==> src/rtl/nios2os_desc_pkg.sv <==
// Shared types and constants for the nios2os descriptor walker:
// FSM state encoding, descriptor word offsets, control-word bit positions
// and the packing of the status word written back on completion.
package nios2os_desc_pkg;

    typedef enum logic [2:0] {
        ST_IDLE     = 3'd0,
        ST_FETCH    = 3'd1,
        ST_CHECK    = 3'd2,
        ST_ISSUE    = 3'd3,
        ST_WAIT_CMP = 3'd4,
        ST_WB       = 3'd5
    } state_e;

    // Word offsets inside a 4-word descriptor.
    localparam logic [1:0] OFS_BUF  = 2'd0;
    localparam logic [1:0] OFS_NEXT = 2'd1;
    localparam logic [1:0] OFS_LEN  = 2'd2;
    localparam logic [1:0] OFS_CTRL = 2'd3;

    // Control/status word bit positions.
    localparam int OWN_BIT = 31;
    localparam int EOP_BIT = 30;
    localparam int ERR_BIT = 29;

    // Status word handed back to software: OWN cleared, EOP preserved,
    // DMA error flag, and the length the engine actually moved.
    function automatic logic [31:0] pack_status(input logic        eop,
                                                input logic        err,
                                                input logic [15:0] len);
        logic [31:0] w;
        w          = '0;
        w[EOP_BIT] = eop;
        w[ERR_BIT] = err;
        w[15:0]    = len;
        return w;
    endfunction

endpackage

==> src/rtl/nios2os_desc_fetch.sv <==
// Scatter-gather descriptor walker on port 2 of the descriptor memory.
// Fetches 4-word descriptors, checks ownership, issues buffer commands to
// the DMA engine, and follows the next pointer until the chain ends.
// Build option: NIOS2OS_DESC_FETCH_WRITEBACK_EN adds the status writeback
// state; without it completions go straight to the next fetch.
module nios2os_desc_fetch
    import nios2os_desc_pkg::*;
#(
    parameter int ADDR_W    = 7,
    parameter int LEN_W     = 16,
    parameter int MAX_CHAIN = 32
) (
    input  logic              clk,
    input  logic              reset_n,
    input  logic              start,
    input  logic              abort,
    input  logic [ADDR_W-1:0] head_ptr,
    output logic              busy,
    output logic              done,
    output logic              error,
    output logic [7:0]        desc_count,
    output logic [ADDR_W-1:0] mem_address,
    output logic              mem_chipselect,
    output logic              mem_write,
    output logic [3:0]        mem_byteenable,
    output logic [31:0]       mem_writedata,
    input  logic [31:0]       mem_readdata,
    output logic              mem_clken,
    output logic              desc_valid,
    input  logic              desc_ready,
    output logic [31:0]       desc_buf_addr,
    output logic [LEN_W-1:0]  desc_len,
    output logic              desc_eop,
    input  logic              cmp_valid,
    input  logic [LEN_W-1:0]  cmp_len,
    input  logic              cmp_error
);

    state_e            state;
    logic [31:0]       desc_words [4];
    logic              rd_pend;
    logic [1:0]        rd_idx;
    logic [ADDR_W-1:0] base_ptr;
    logic [ADDR_W-1:0] next_ptr;
    logic              adv;
    logic              adv_err;
`ifdef NIOS2OS_DESC_FETCH_WRITEBACK_EN
    logic              cmp_err_q;
`endif

    assign mem_byteenable = 4'hF;
    assign mem_clken      = 1'b1;
    assign busy           = (state != ST_IDLE);
    assign next_ptr       = desc_words[OFS_NEXT][ADDR_W-1:0];
    assign desc_buf_addr  = desc_words[OFS_BUF];
    assign desc_len       = desc_words[OFS_LEN][LEN_W-1:0];
    assign desc_eop       = desc_words[OFS_CTRL][EOP_BIT];

    // Bits of the captured words and completion length that no logic consumes.
    logic unused_bits;
    assign unused_bits = ^{desc_words[OFS_NEXT], desc_words[OFS_LEN],
                           desc_words[OFS_CTRL], cmp_len};

    // Decide when the current descriptor is finished and the walker moves on.
    always_comb begin
        // NOTE: every output of a combinational block gets a default first so
        // no path leaves it unassigned and a latch is never inferred.
        adv     = 1'b0;
        adv_err = 1'b0;
`ifdef NIOS2OS_DESC_FETCH_WRITEBACK_EN
        adv     = (state == ST_WB);
        adv_err = cmp_err_q;
`else
        adv     = (state == ST_WAIT_CMP) && cmp_valid;
        adv_err = cmp_error;
`endif
    end

    // Capture read data one cycle after each read address, indexed by the
    // word offset that was presented.
    always_ff @(posedge clk or negedge reset_n) begin
        if (!reset_n) begin
            rd_pend <= 1'b0;
            rd_idx  <= '0;
            // NOTE: this 4-word file drives the command outputs directly, so it
            // is reset like any other register; a large RAM would not be.
            for (int i = 0; i < 4; i++) desc_words[i] <= '0;
        end else begin
            // NOTE: sequential state uses non-blocking assignments so every
            // register samples the pre-edge values of the others.
            rd_pend <= mem_chipselect & ~mem_write;
            rd_idx  <= mem_address[1:0];
            if (rd_pend) desc_words[rd_idx] <= mem_readdata;
        end
    end

    // Walker FSM: fetch, check, issue, wait for completion, write back, chain.
    always_ff @(posedge clk or negedge reset_n) begin
        if (!reset_n) begin
            state          <= ST_IDLE;
            base_ptr       <= '0;
            mem_address    <= '0;
            mem_chipselect <= 1'b0;
            mem_write      <= 1'b0;
            mem_writedata  <= '0;
            desc_valid     <= 1'b0;
            done           <= 1'b0;
            error          <= 1'b0;
            desc_count     <= '0;
`ifdef NIOS2OS_DESC_FETCH_WRITEBACK_EN
            cmp_err_q      <= 1'b0;
`endif
        end else begin
            done <= 1'b0;
            if (abort && state != ST_IDLE && state != ST_WB) begin
                state          <= ST_IDLE;
                desc_valid     <= 1'b0;
                mem_chipselect <= 1'b0;
                done           <= 1'b1;
            end else begin
                case (state)
                    ST_IDLE: begin
                        if (start) begin
                            desc_count <= '0;
                            if (head_ptr[1:0] != 2'b00) begin
                                error <= 1'b1;
                                done  <= 1'b1;
                            end else begin
                                error          <= 1'b0;
                                base_ptr       <= head_ptr;
                                mem_address    <= head_ptr;
                                mem_chipselect <= 1'b1;
                                state          <= ST_FETCH;
                            end
                        end
                    end
                    ST_FETCH: begin
                        if (mem_address[1:0] == OFS_CTRL) begin
                            mem_chipselect <= 1'b0;
                            state          <= ST_CHECK;
                        end else begin
                            mem_address <= mem_address + ADDR_W'(1);
                        end
                    end
                    ST_CHECK: begin
                        // The control word is on the read bus this cycle.
                        if (!mem_readdata[OWN_BIT]) begin
                            done  <= 1'b1;
                            state <= ST_IDLE;
                        end else if (next_ptr[1:0] != 2'b00 ||
                                     desc_count == 8'(MAX_CHAIN)) begin
                            error <= 1'b1;
                            done  <= 1'b1;
                            state <= ST_IDLE;
                        end else begin
                            desc_valid <= 1'b1;
                            state      <= ST_ISSUE;
                        end
                    end
                    ST_ISSUE: begin
                        if (desc_ready) begin
                            desc_valid <= 1'b0;
                            state      <= ST_WAIT_CMP;
                        end
                    end
                    ST_WAIT_CMP: begin
`ifdef NIOS2OS_DESC_FETCH_WRITEBACK_EN
                        if (cmp_valid) begin
                            mem_address    <= base_ptr | ADDR_W'(OFS_CTRL);
                            mem_chipselect <= 1'b1;
                            mem_write      <= 1'b1;
                            mem_writedata  <= pack_status(desc_words[OFS_CTRL][EOP_BIT],
                                                          cmp_error, 16'(cmp_len));
                            cmp_err_q      <= cmp_error;
                            state          <= ST_WB;
                        end
`endif
                    end
                    ST_WB: begin
                        mem_write <= 1'b0;
                    end
                    default: state <= ST_IDLE;
                endcase

                if (adv) begin
                    desc_count <= desc_count + 8'd1;
                    if (adv_err) begin
                        error          <= 1'b1;
                        done           <= 1'b1;
                        mem_chipselect <= 1'b0;
                        state          <= ST_IDLE;
                    end else begin
                        base_ptr       <= next_ptr;
                        mem_address    <= next_ptr;
                        mem_chipselect <= 1'b1;
                        state          <= ST_FETCH;
                    end
                end
            end
        end
    end

endmodule

==> config.mk <==
export PLATFORM = sky130hd
export DESIGN_NAME = nios2os_desc_fetch
export DESIGN_NICKNAME = d
export VERILOG_FILES = /design/src/rtl/nios2os_desc_pkg.sv /design/src/rtl/nios2os_desc_fetch.sv
export SDC_FILE = /design/constraint.sdc
export NUM_CORES = 1
export LEC_CHECK = 0
export BUFFER_PORTS_ARGS = -buffer_cell sky130_fd_sc_hd__buf_4
export CELL_PAD_IN_SITES_DETAIL_PLACEMENT = 1
export CELL_PAD_IN_SITES_GLOBAL_PLACEMENT = 1
export CORE_AREA = 4 4 108 110
export DETAILED_ROUTE_END_ITERATION = 8
export DIE_AREA = 0 0 112 114
export GPL_TIMING_DRIVEN = 1
export HOLD_SLACK_MARGIN = 0.03
export MAX_ROUTING_LAYER = met4
export PLACE_DENSITY = 0.94
export SYNTH_ARGS = -nofsm -noshare
export SYNTH_HDL_FRONTEND = slang
export SYNTH_SLANG_ARGS = --single-unit
==> constraint.sdc <==
create_clock -name clk -period 3.78 [get_ports clk]
set_input_delay 0.189 -clock clk [delete_from_list [all_inputs] [get_ports clk]]
set_output_delay 0.189 -clock clk [all_outputs]
set_load 0.02 [all_outputs]
==> results of run 1 <==
-- cell type report --
class                           count  area share
Sequential cell                    81       0.414
Multi-Input combinational cell    214       0.328
Timing Repair Buffer              115       0.176
Tap cell                          140      0.0358
Clock buffer                       11      0.0289
Clock inverter                      5      0.0112
Inverter                            7     0.00537
-- registers in the layout (all words and copies together) (netlist names) --
register        flops
desc_buf_addr      32
mem_address         7
rd_idx              2
desc_words          7
desc_count          8
error               1
desc_valid          1
done                1
state               3
desc_eop            1
desc_len           16
rd_pend             1
mem_chipselect      1
-- power by group --
| group | internal [mW] | switching [mW] | total, mW |
|---|---|---|---|
| sequential | 1.24 | 0.279 | 1.51 |
| clock | 0.321 | 0.311 | 0.632 |
| combinational | 0.814 | 0.894 | 1.71 |
-- through the flow --
stage / cells / hold WS (ps) / area, um2 / total power, mW
final: 573 / 13.9 / 4890 / 3.86
after global routing: 573 / 52.3 / 4890 / 4.08
after CTS: 573 / 43.1 / 4890 / 3.90
after detailed placement: 557 / 420 / 4700 / 3.27
after global placement: 557 / 407 / 4700 / 3.16
after floorplan: 400 / -107 / 4370 / 2.86
-- metal layers --
layer,vias to the layer above,routed length (um),global-route usage
li1,1281,-,-
met1,1396,4400,0.201
met2,105,4920,0.264
met3,8,681,0.0350
met4,0,98,0.0577
met5,-,0,-
-- cell families (layout without fill, tap and decap cells) --
group	Yosys count	after routing	synth area share
buffers and inverters	105	138	0.175
and+or+nand+nor	57	57	0.0878
DFF	81	81	0.479
muxes	57	57	0.151
other	2	38	0.00177
xor gates and xnor gates	2	2	0.00414
adders and majority gates	2	2	0.00591
AOI/OAI and AO/OA	58	58	0.0952
-- cell usage in the layout, fill, tap and decap left out, drive strengths merged, types with 4 or more instances in the layout --
cell type  netlist  layout
inv              7       7
nand2           10      10
nand3            5       5
mux2            56      56
nor2b            4       4
a2bb2oi          4       4
nor2            12      12
dfrtp           81      81
o21ai           17      17
buf             93     115
o22ai            7       7
a21oi            6       6
clkbuf           5      11
conb             2      38
-- path summary, 6_finish.rpt --
| kind | endpoint | start | cells past startpoint |
|---|---|---|---|
| max in group asynchronous | desc_valid | reset_n | 1 |
| worst min register to register | rd_pend | mem_chipselect | 0 |
| worst min-delay path | desc_buf_addr[6] | reset_n | 1 |
| worst max-delay path | mem_address[4] | state[2] | 3 |
| min in group clk | desc_buf_addr[25] | mem_readdata[25] | 2 |
| worst max register to register | mem_address[4] | state[2] | 3 |
==> reports/qor.yml, run 1 <==
die:
  ios: 169
  die_y_um: 114
  die_width_um: 112
  rows: 38
  initial_core_util: 0.396
  dieArea_um2: 12800
  fp.coreArea_um2: 10700
pwr:
  power_density_nw_per_um2: 788
  peakVddDrop_v: 0.000327
  power.leakage_nw: 2.36
logic_synthesis:
  syn_avg_cell_area_um2: 11.6
  netlist_area_um2: 4230
  syn_inst: 364
  synth_edf_count: 0
  synthFlopType: "dfrtp_1"
  synth_cell_types: 53
  ys_top_cells_by_count: "buf_4 (86), dfrtp_1 (81), mux2_2 (56)"
  synth_top_area_frac: 0.479
  ys_warn_count: 32
  ys_async_sr_fraction: 1.00
  synth.area.top_cells: "dfrtp_1 (48%), buf_4 (15%), mux2_2 (15%)"
  yosysMostFrequentCell: "buf_4"
  ys_ff_latch: 81
  synth_top_cell_by_area: "dfrtp_1"
  synth-seq-area-share: 0.479
layout:
  nNetsFinal: 492
  area_growth_pct: 15.6
  n_antenna_cell: 0
  fin_util: 0.458
  fill_cells: 1197
  multi_input_area_um2: 1610
  register_area_um2: 2030
  layout-drive-gt1-share: 0.448
clocking:
  tritoncts: "built"
  hold_buffers: 0
  htreeDepth: 3
  worstSkewPairLatency_ps: 350
  post_cts_resized: 0
  cts_num_sinks: 81
  clk_pin_slew_ps: 80
  cts_root_buf: "clkbuf_8"
  numCtsBuffers: 9
  clk_path_buf_depth: 2
  post_cts_buffers: 0
timing:
  setup-violations-final: 0
  maxSlewHeadroom: 0.320
  worst_pin_slew_ps: 1020
  fmax_mhz: 461
  min_period_ps: 2170
  clock_skew_ps: 6.08
  worst_slack_ps: 1610
  rsz0062_at_grt: "no"
  maxSlewViolCount: 0
  finalHoldViolCount: 0
  fin_tns_setup_ps: 0
  period_share: 0.574
job:
  cap_viol_max_count: 0
hold_path:
  hp-class: "input port to async pin"
place:
  dpl.hpwl_mm: 7.74
  dp_slack_ps: 1650
  io_buffers: 114
  routabilityCongestion: 0.848
critical_path:
  crit_path_cell_trace: "nor2b_1, o31ai_1, o2bb2a_1"
  crit_family: "compound AO/OA/AOI/OAI gates"
  worst_path_largest_cell_delay_ps: 800
  crit_required_ps: 4020
  crit_type: "register to register"
  critPathLaunchType: "register"
  cp.arrival_ps: 2410
  cp-end-kind: "register"
  cp_slowest_cell: "o31ai_1"
  critical_path_buf_inv_count: 0
  cp_max_fo: 18
  reg2reg_setup_slack_ps: 1610
routing:
  drt_iter0_drc: 127
  num_vias: 2790
  routed_wl_mm: 10.1
  first_pass_iters: 5
  drc: 0
  avgRoutedWirePerCell_um: 17.6
  antenna_left: 0
  viasPerCell: 4.87
global_routing:
  antenna_found_initial: 0
  grt_max_degree: 82
  track_usage: 0.162
  grt_pass1_wl_mm: 16.0
  grt_pass1_vias: 3005
  grt_remaining_overflow: 0
run_status:
  status: "finished clean"
No activity file was read; power rests on OpenSTA's default activity.
==> run 2, diff against run 1 <==
Settings changed: ABC_AREA set to 1, CORE_AREA 4 4 108 110 to 4 4 120 122, DIE_AREA 0 0 112 114 to 0 0 124 126, PLACE_DENSITY 0.94 to 0.85.
Clock period 3.78 ns to 1.9 ns, I/O delays scaled along.
==> run 2 against run 1 <==
Net effect: area after synthesis down 0.18%; combinational power up 120%; sequential power up 100%; non-clock buffer count up 23; clock power rose to 2.7 times the previous value; sequential share of layout area down 2.8 points; cell area up 7.3%; utilization down 5.9 points.
==> reports/qor.yml, run 2 <==
timing:
  finalHoldViolCount: 0  # unchanged
  setup-violations-final: 0  # unchanged
  fmax_mhz: 593  # +29%
  maxSlewHeadroom: 0.589  # +0.268
  maxSlewViolCount: 0  # unchanged
  period_share: 0.888  # +0.314
  clock_skew_ps: 8.09  # +2.01 ps
  min_period_ps: 1690  # -483 ps
  fin_tns_setup_ps: 0  # unchanged
  worst_pin_slew_ps: 617  # -403 ps
  rsz0062_at_grt: "no"
routing:
  avgRoutedWirePerCell_um: 15.4  # -12%
  routed_wl_mm: 11.5  # +14%
  antenna_left: 0  # unchanged
  viasPerCell: 4.47  # -8.2%
  num_vias: 3326  # +19%
  drc: 0  # unchanged
  drt_iter0_drc: 145  # +14%
  first_pass_iters: 4  # -1
critical_path:
  crit_type: "register to register"
  ff2ff_path_depth: 7  # +4
  cp-end-kind: "register"
  critPathLaunchType: "register"
  cp_max_fo: 10  # -8
  reg2reg_setup_slack_ps: 210  # -1400 ps
  crit_required_ps: 2110  # -1910 ps
  cp.arrival_ps: 1900  # -510 ps
  rr_endpoint: "mem_address[3]"
  rr_startpoint: "state[1]"
logic_synthesis:
  synth_cell_types: 32  # -40%
  synth_top_cell_by_area: "dfrtp_1"
  syn_inst: 475  # +30%
  synthMuxAreaShare: 0.0373  # -0.114
  synth-compound-area-share: 0.110  # +0.0147
  ys_ff_latch: 81  # unchanged
  yosys.area_share.simple: 0.150  # +0.0623
  yosysMostFrequentCell: "nand2_1"
  synth.area.top_cells: "dfrtp_1 (48%), buf_4 (15%), nand2_1 (8.0%)"
  synth-xor-area-share: 0.00415  # +0.00000735
  synth_edf_count: 0  # unchanged
  ys_async_sr_fraction: 1.00  # unchanged
  ys_top_cells_by_count: "nand2_1 (90), buf_4 (86), dfrtp_1 (81)"
  synth_top_area_frac: 0.480  # +0.000851
  synthAdderAreaFrac: 0.00592  # +0.0000105
  ys_warn_count: 32  # unchanged
  syn_avg_cell_area_um2: 8.90  # -24%
  netlist_area_um2: 4230  # -0.18%
  synthFlopType: "dfrtp_1"
  synth_top_family_by_area: "buffers and inverters"
  synth-seq-area-share: 0.480  # +0.000851
layout:
  nNetsFinal: 627  # +27%
  fin_cells: 744  # +30%
  fill_cells: 1549  # +29%
  layout_commonest_cell: "buf_4"
  n_antenna_cell: 0  # unchanged
  final_cell_mix: "buf_4 (123), nand2_1 (90), dfrtp_1 (81)"
  largest_reg_flops: 32  # unchanged
  layout-drive-gt1-share: 0.296  # -0.152
  fin_area_um2: 5250  # +7.3%
  area_growth_pct: 24.3
clocking:
  clk_pin_slew_ps: 70  # about the same
  clk_path_buf_depth: 2  # unchanged
  post_cts_resized: 0  # unchanged
  worstSkewPairLatency_ps: 330  # -20 ps
  htreeDepth: 3  # unchanged
  cts_root_buf: "clkbuf_16"
  tritoncts: "built"
  numCtsBuffers: 9  # unchanged
  cts_num_sinks: 81  # unchanged
place:
  io_buffers: 114  # unchanged
  dpl.hpwl_mm: 8.47  # +9.5%
  routabilityCongestion: 0.821  # -3.1%
  dp.cells: 713  # +28%
  dpl-instance-area_um2: 4800  # +2.3%
hold_path:
  hold_path.startpoint: "mem_readdata[14]"
  min_delay_path_depth: 3
  whs_endpoint: "desc_buf_addr[14]"
  hp-class: "input port to register"
die:
  ios: 169  # unchanged
  rows: 42  # +11%
  die_y_um: 126  # +11%
  fp.coreArea_um2: 13200  # +23%
  die_width_um: 124  # +11%
  dieArea_um2: 15600  # +22%
  initial_core_util: 0.320  # -0.0753
pwr:
  finalPower_mw: 8.61  # +120%
  power_density_nw_per_um2: 1640  # +110%
  power.leakage_nw: 2.71  # +15%
  peakVddDrop_v: 0.000478  # +46%
job:
  cap_viol_max_count: 0  # unchanged
global_routing:
  grt_max_degree: 46  # -44%
  grt_pass1_vias: 3470  # +15%
  grt_remaining_overflow: 0  # unchanged
  track_usage: 0.145  # -0.0175
  antenna_found_initial: 0  # unchanged
  grt_pass1_wl_mm: 17.5  # +9.2%
run_status:
  status: "finished clean"
[run 2: cell types whose count changed after synthesis, sizes merged, moves of 7 or more]
cell,delta
nand2,+82
o21ai,+45
mux2,-42
inv,+40
nand3,+17
nor2,+10
a21oi,+9
o22ai,-7
[run 2: worst max-delay path, stage by stage, from the launching register on]
cell and delay (ps):
dfrtp_1 480, inv_1 190, nand2_4 150, nand3_2 230
o21ai_2 200, clkinv_2 130, nor2_1 130, a21oi_1 70
[run 2: repair_timing]
item | in CTS | in global routing
hold endpoints to repair | 55 | 1
buffers inserted | 0 | 0
hold buffers | 14 | 1
[run 2: worst max-delay path by stage]
stage                        startpoint             end  slack (ps)  cells past startpoint
final                          state[1]  mem_address[3]         210                      7
after CTS                      state[1]  mem_address[3]         190                      7
after detailed placement       state[1]  mem_address[3]         200                      7
after global routing           state[1]  mem_address[3]         100                      7
after floorplan           desc_count[0]            done         530                      8
after global placement         state[1]  mem_address[0]         270                      8
[run 2: where the power goes]
| group | switching, mW | internal, mW |
|---|---|---|
| Combinational | 2.28 | 1.54 |
| Sequential | 0.544 | 2.52 |
| Clock | 0.711 | 1.02 |
| Total | 3.53 | 5.08 |
[run 2: stage by stage]
stage                     hold WS, ps  setup WS (ps)   util
final                            46.4            212  0.398
after floorplan                  -201            526      -
after global placement            135            266  0.364
after CTS                        31.9            189  0.397
after global routing             56.3            104  0.398
after detailed placement          149            202  0.364
[run 2: cell families (layout without fill, tap and decap cells)]
group           after synthesis  after routing
other cells                   2             38
buf+inv                     146            203
mux                          14             14
fa+ha+maj                     2              2
flops                        81             81
simple gates                143            143
compound gates               85             85
xor+xnor                      2              2
[run 2: final cells by class]
type | instances | area (um2) | area share
well taps | 176 | 220 | 0.0419
clock inverters | 6 | 67.6 | 0.0129
flip-flops and latches | 81 | 2030 | 0.386
repair buffers | 138 | 1070 | 0.204
multi-input cells | 284 | 1450 | 0.275
inverters | 49 | 188 | 0.0357
clock buffers | 10 | 229 | 0.0436
[run 2: layer usage]
metal	vias up	track usage	routed length [um]
li1	1575	-	-
met1	1622	0.168	4670
met2	123	0.253	5850
met3	6	0.0372	870
met4	0	0.0284	83
met5	-	-	0
==> run 3, diff against run 2 <==
Settings changed: CTS_BUF_LIST set to sky130_fd_sc_hd__clkbuf_4 sky130_fd_sc_hd__clkbuf_8 sky130_fd_sc_hd__clkbuf_16.
==> run 3 against run 2 <==
Net effect: global-route usage is essentially flat; sequential cell count is the same; die area stayed put; setup slack hardly changed; cell area about the same; total power is 0.23% higher; sequential power hardly changed; first-iteration DRC count is 5.5% higher; highest routed layer unchanged.
==> reports/qor.yml, run 3 (synthesis gave the netlist of run 2 again) <==
run_status:
  status: "finished clean"
routing:
  drt_iter0_drc: 153  # +5.5%
  drc: 0  # unchanged
  first_pass_iters: 4  # unchanged
  num_vias: 3318  # -0.24%
  avgRoutedWirePerCell_um: 15.4  # +0.10%
  antenna_left: 0  # unchanged
  viasPerCell: 4.46  # -0.24%
  routed_wl_mm: 11.5  # +0.10%
job:
  cap_viol_max_count: 0  # unchanged
clocking:
  numCtsBuffers: 9  # unchanged
  clk_pin_slew_ps: 70  # about the same
  post_cts_resized: 0  # unchanged
  cts_root_buf: "clkbuf_16"
  clk_path_buf_depth: 2  # unchanged
  tritoncts: "built"
  worstSkewPairLatency_ps: 330  # about the same
  htreeDepth: 3  # unchanged
  cts_num_sinks: 81  # unchanged
critical_path:
  cp.arrival_ps: 1900  # about the same
  cp-end-kind: "register"
  cp_slowest_cell: "dfrtp_1"
  crit_type: "register to register"
  crit_required_ps: 2110  # about the same
  crit_path_cell_trace: "inv_1, nand2_4, nand3_2, o21ai_2, clkinv_2, nor2_1, a21oi_1"
  cp_max_fo: 10  # unchanged
  critPathLaunchType: "register"
  crit_family: "simple AND/OR/NAND/NOR gates"
  critical_path_buf_inv_count: 2  # unchanged
  worst_path_largest_cell_delay_ps: 480  # about the same
timing:
  fmax_mhz: 593  # about the same
  clock_skew_ps: 8.09  # unchanged
  fin_tns_setup_ps: 0  # unchanged
  finalHoldViolCount: 0  # unchanged
  rsz0062_at_grt: "no"
  period_share: 0.888  # about the same
  worst_pin_slew_ps: 619  # +2.19 ps
  setup-violations-final: 0  # unchanged
  maxSlewHeadroom: 0.587  # -0.00146
  maxSlewViolCount: 0  # unchanged
  min_period_ps: 1690  # -0.221 ps
die:
  initial_core_util: 0.320  # unchanged
  ios: 169  # unchanged
  fp.coreArea_um2: 13200  # unchanged
  dieArea_um2: 15600  # unchanged
  die_width_um: 124  # unchanged
  die_y_um: 126  # unchanged
  rows: 42  # unchanged
global_routing:
  top_usage_layer: "met2"
  grt_pass1_vias: 3474  # +0.12%
  globalRouteMet2Util: 0.253  # +0.000636
  antenna_found_initial: 0  # unchanged
  grt_pass1_wl_mm: 17.5  # about the same
  grt_max_degree: 46  # unchanged
  grt_remaining_overflow: 0  # unchanged
  track_usage: 0.145  # about the same
  grtUsageMet1: 0.167  # -0.000852
  use_met3: 0.0372  # unchanged
layout:
  fin_util: 0.398  # about the same
  layout-drive-gt1-share: 0.298  # +0.00176
  final_cell_mix: "buf_4 (123), nand2_1 (90), dfrtp_1 (81)"
  fin_area_um2: 5260  # about the same
  n_antenna_cell: 0  # unchanged
  nNetsFinal: 627  # unchanged
  largest_reg_flops: 32  # unchanged
  area_growth_pct: 24.4  # about the same
  layout_commonest_cell: "buf_4"
place:
  routabilityCongestion: 0.821  # unchanged
  io_buffers: 114  # unchanged
  dpl-instance-area_um2: 4800  # unchanged
  dpl.hpwl_mm: 8.47  # unchanged
pwr:
  power.leakage_nw: 2.72  # +0.13%
  peakVddDrop_v: 0.000478  # about the same
  power_density_nw_per_um2: 1640  # +0.16%
  finalPower_mw: 8.63  # +0.23%
hold_path:
  hp-class: "input port to register"
-- run 3: tightest hold or removal path: cells and delay by family --
kind / cells / cell delay, ps
AOI/OAI and AO/OA: 1 / 70
buffers and inverters: 2 / 160
-- run 3: worst paths after layout --
check / slack, ps / cells after the start / end / startpoint
worst max-delay path: 210 / 7 / mem_address[3] / state[1]
max in group asynchronous: 850 / 3 / desc_words[69] / reset_n
worst max register to register: 210 / 7 / mem_address[3] / state[1]
worst min register to register: 430 / 0 / rd_pend / mem_chipselect
min in group asynchronous: 330 / 2 / error / reset_n
worst min-delay path: 50 / 3 / desc_buf_addr[14] / mem_readdata[14]
-- run 3: final cells by class --
cell class / count / area (um2)
clock inverters: 6 / 67.6
flip-flops and latches: 81 / 2030
repair buffers: 138 / 1070
fillers: 1549 / 7940
clock buffers: 10 / 233
inverters: 49 / 188
multi-input cells: 284 / 1450
well taps: 176 / 220
-- run 3: repair_timing --
action / in CTS / in global routing
buffers inserted: 0 / 0
hold endpoints to repair: 55 / 1
hold buffers: 14 / 1
endpoints found under the setup margin: 0 / 0
-- run 3: power by group --
part,switching [mW],internal (mW)
Combinational,2.28,1.54
Sequential,0.546,2.52
Clock,0.713,1.04
Total,3.54,5.10
-- run 3: stage by stage --
stage	std cells	setup slack [ps]	hold slack, ps
finish	744	213	45.4
global route	744	104	58.6
CTS	743	189	31.9
detailed placement	713	202	149
global placement	713	266	135
floorplan	511	526	-201
-- run 3: per-layer routing --
metal / up-vias / wire [um] / share of wire
li1: 1577 / - / -
met1: 1621 / 4720 / 0.41
met2: 116 / 5890 / 0.51
met3: 4 / 844 / 0.073
met4: 0 / 40 / 0.0035
met5: - / 0 / 0
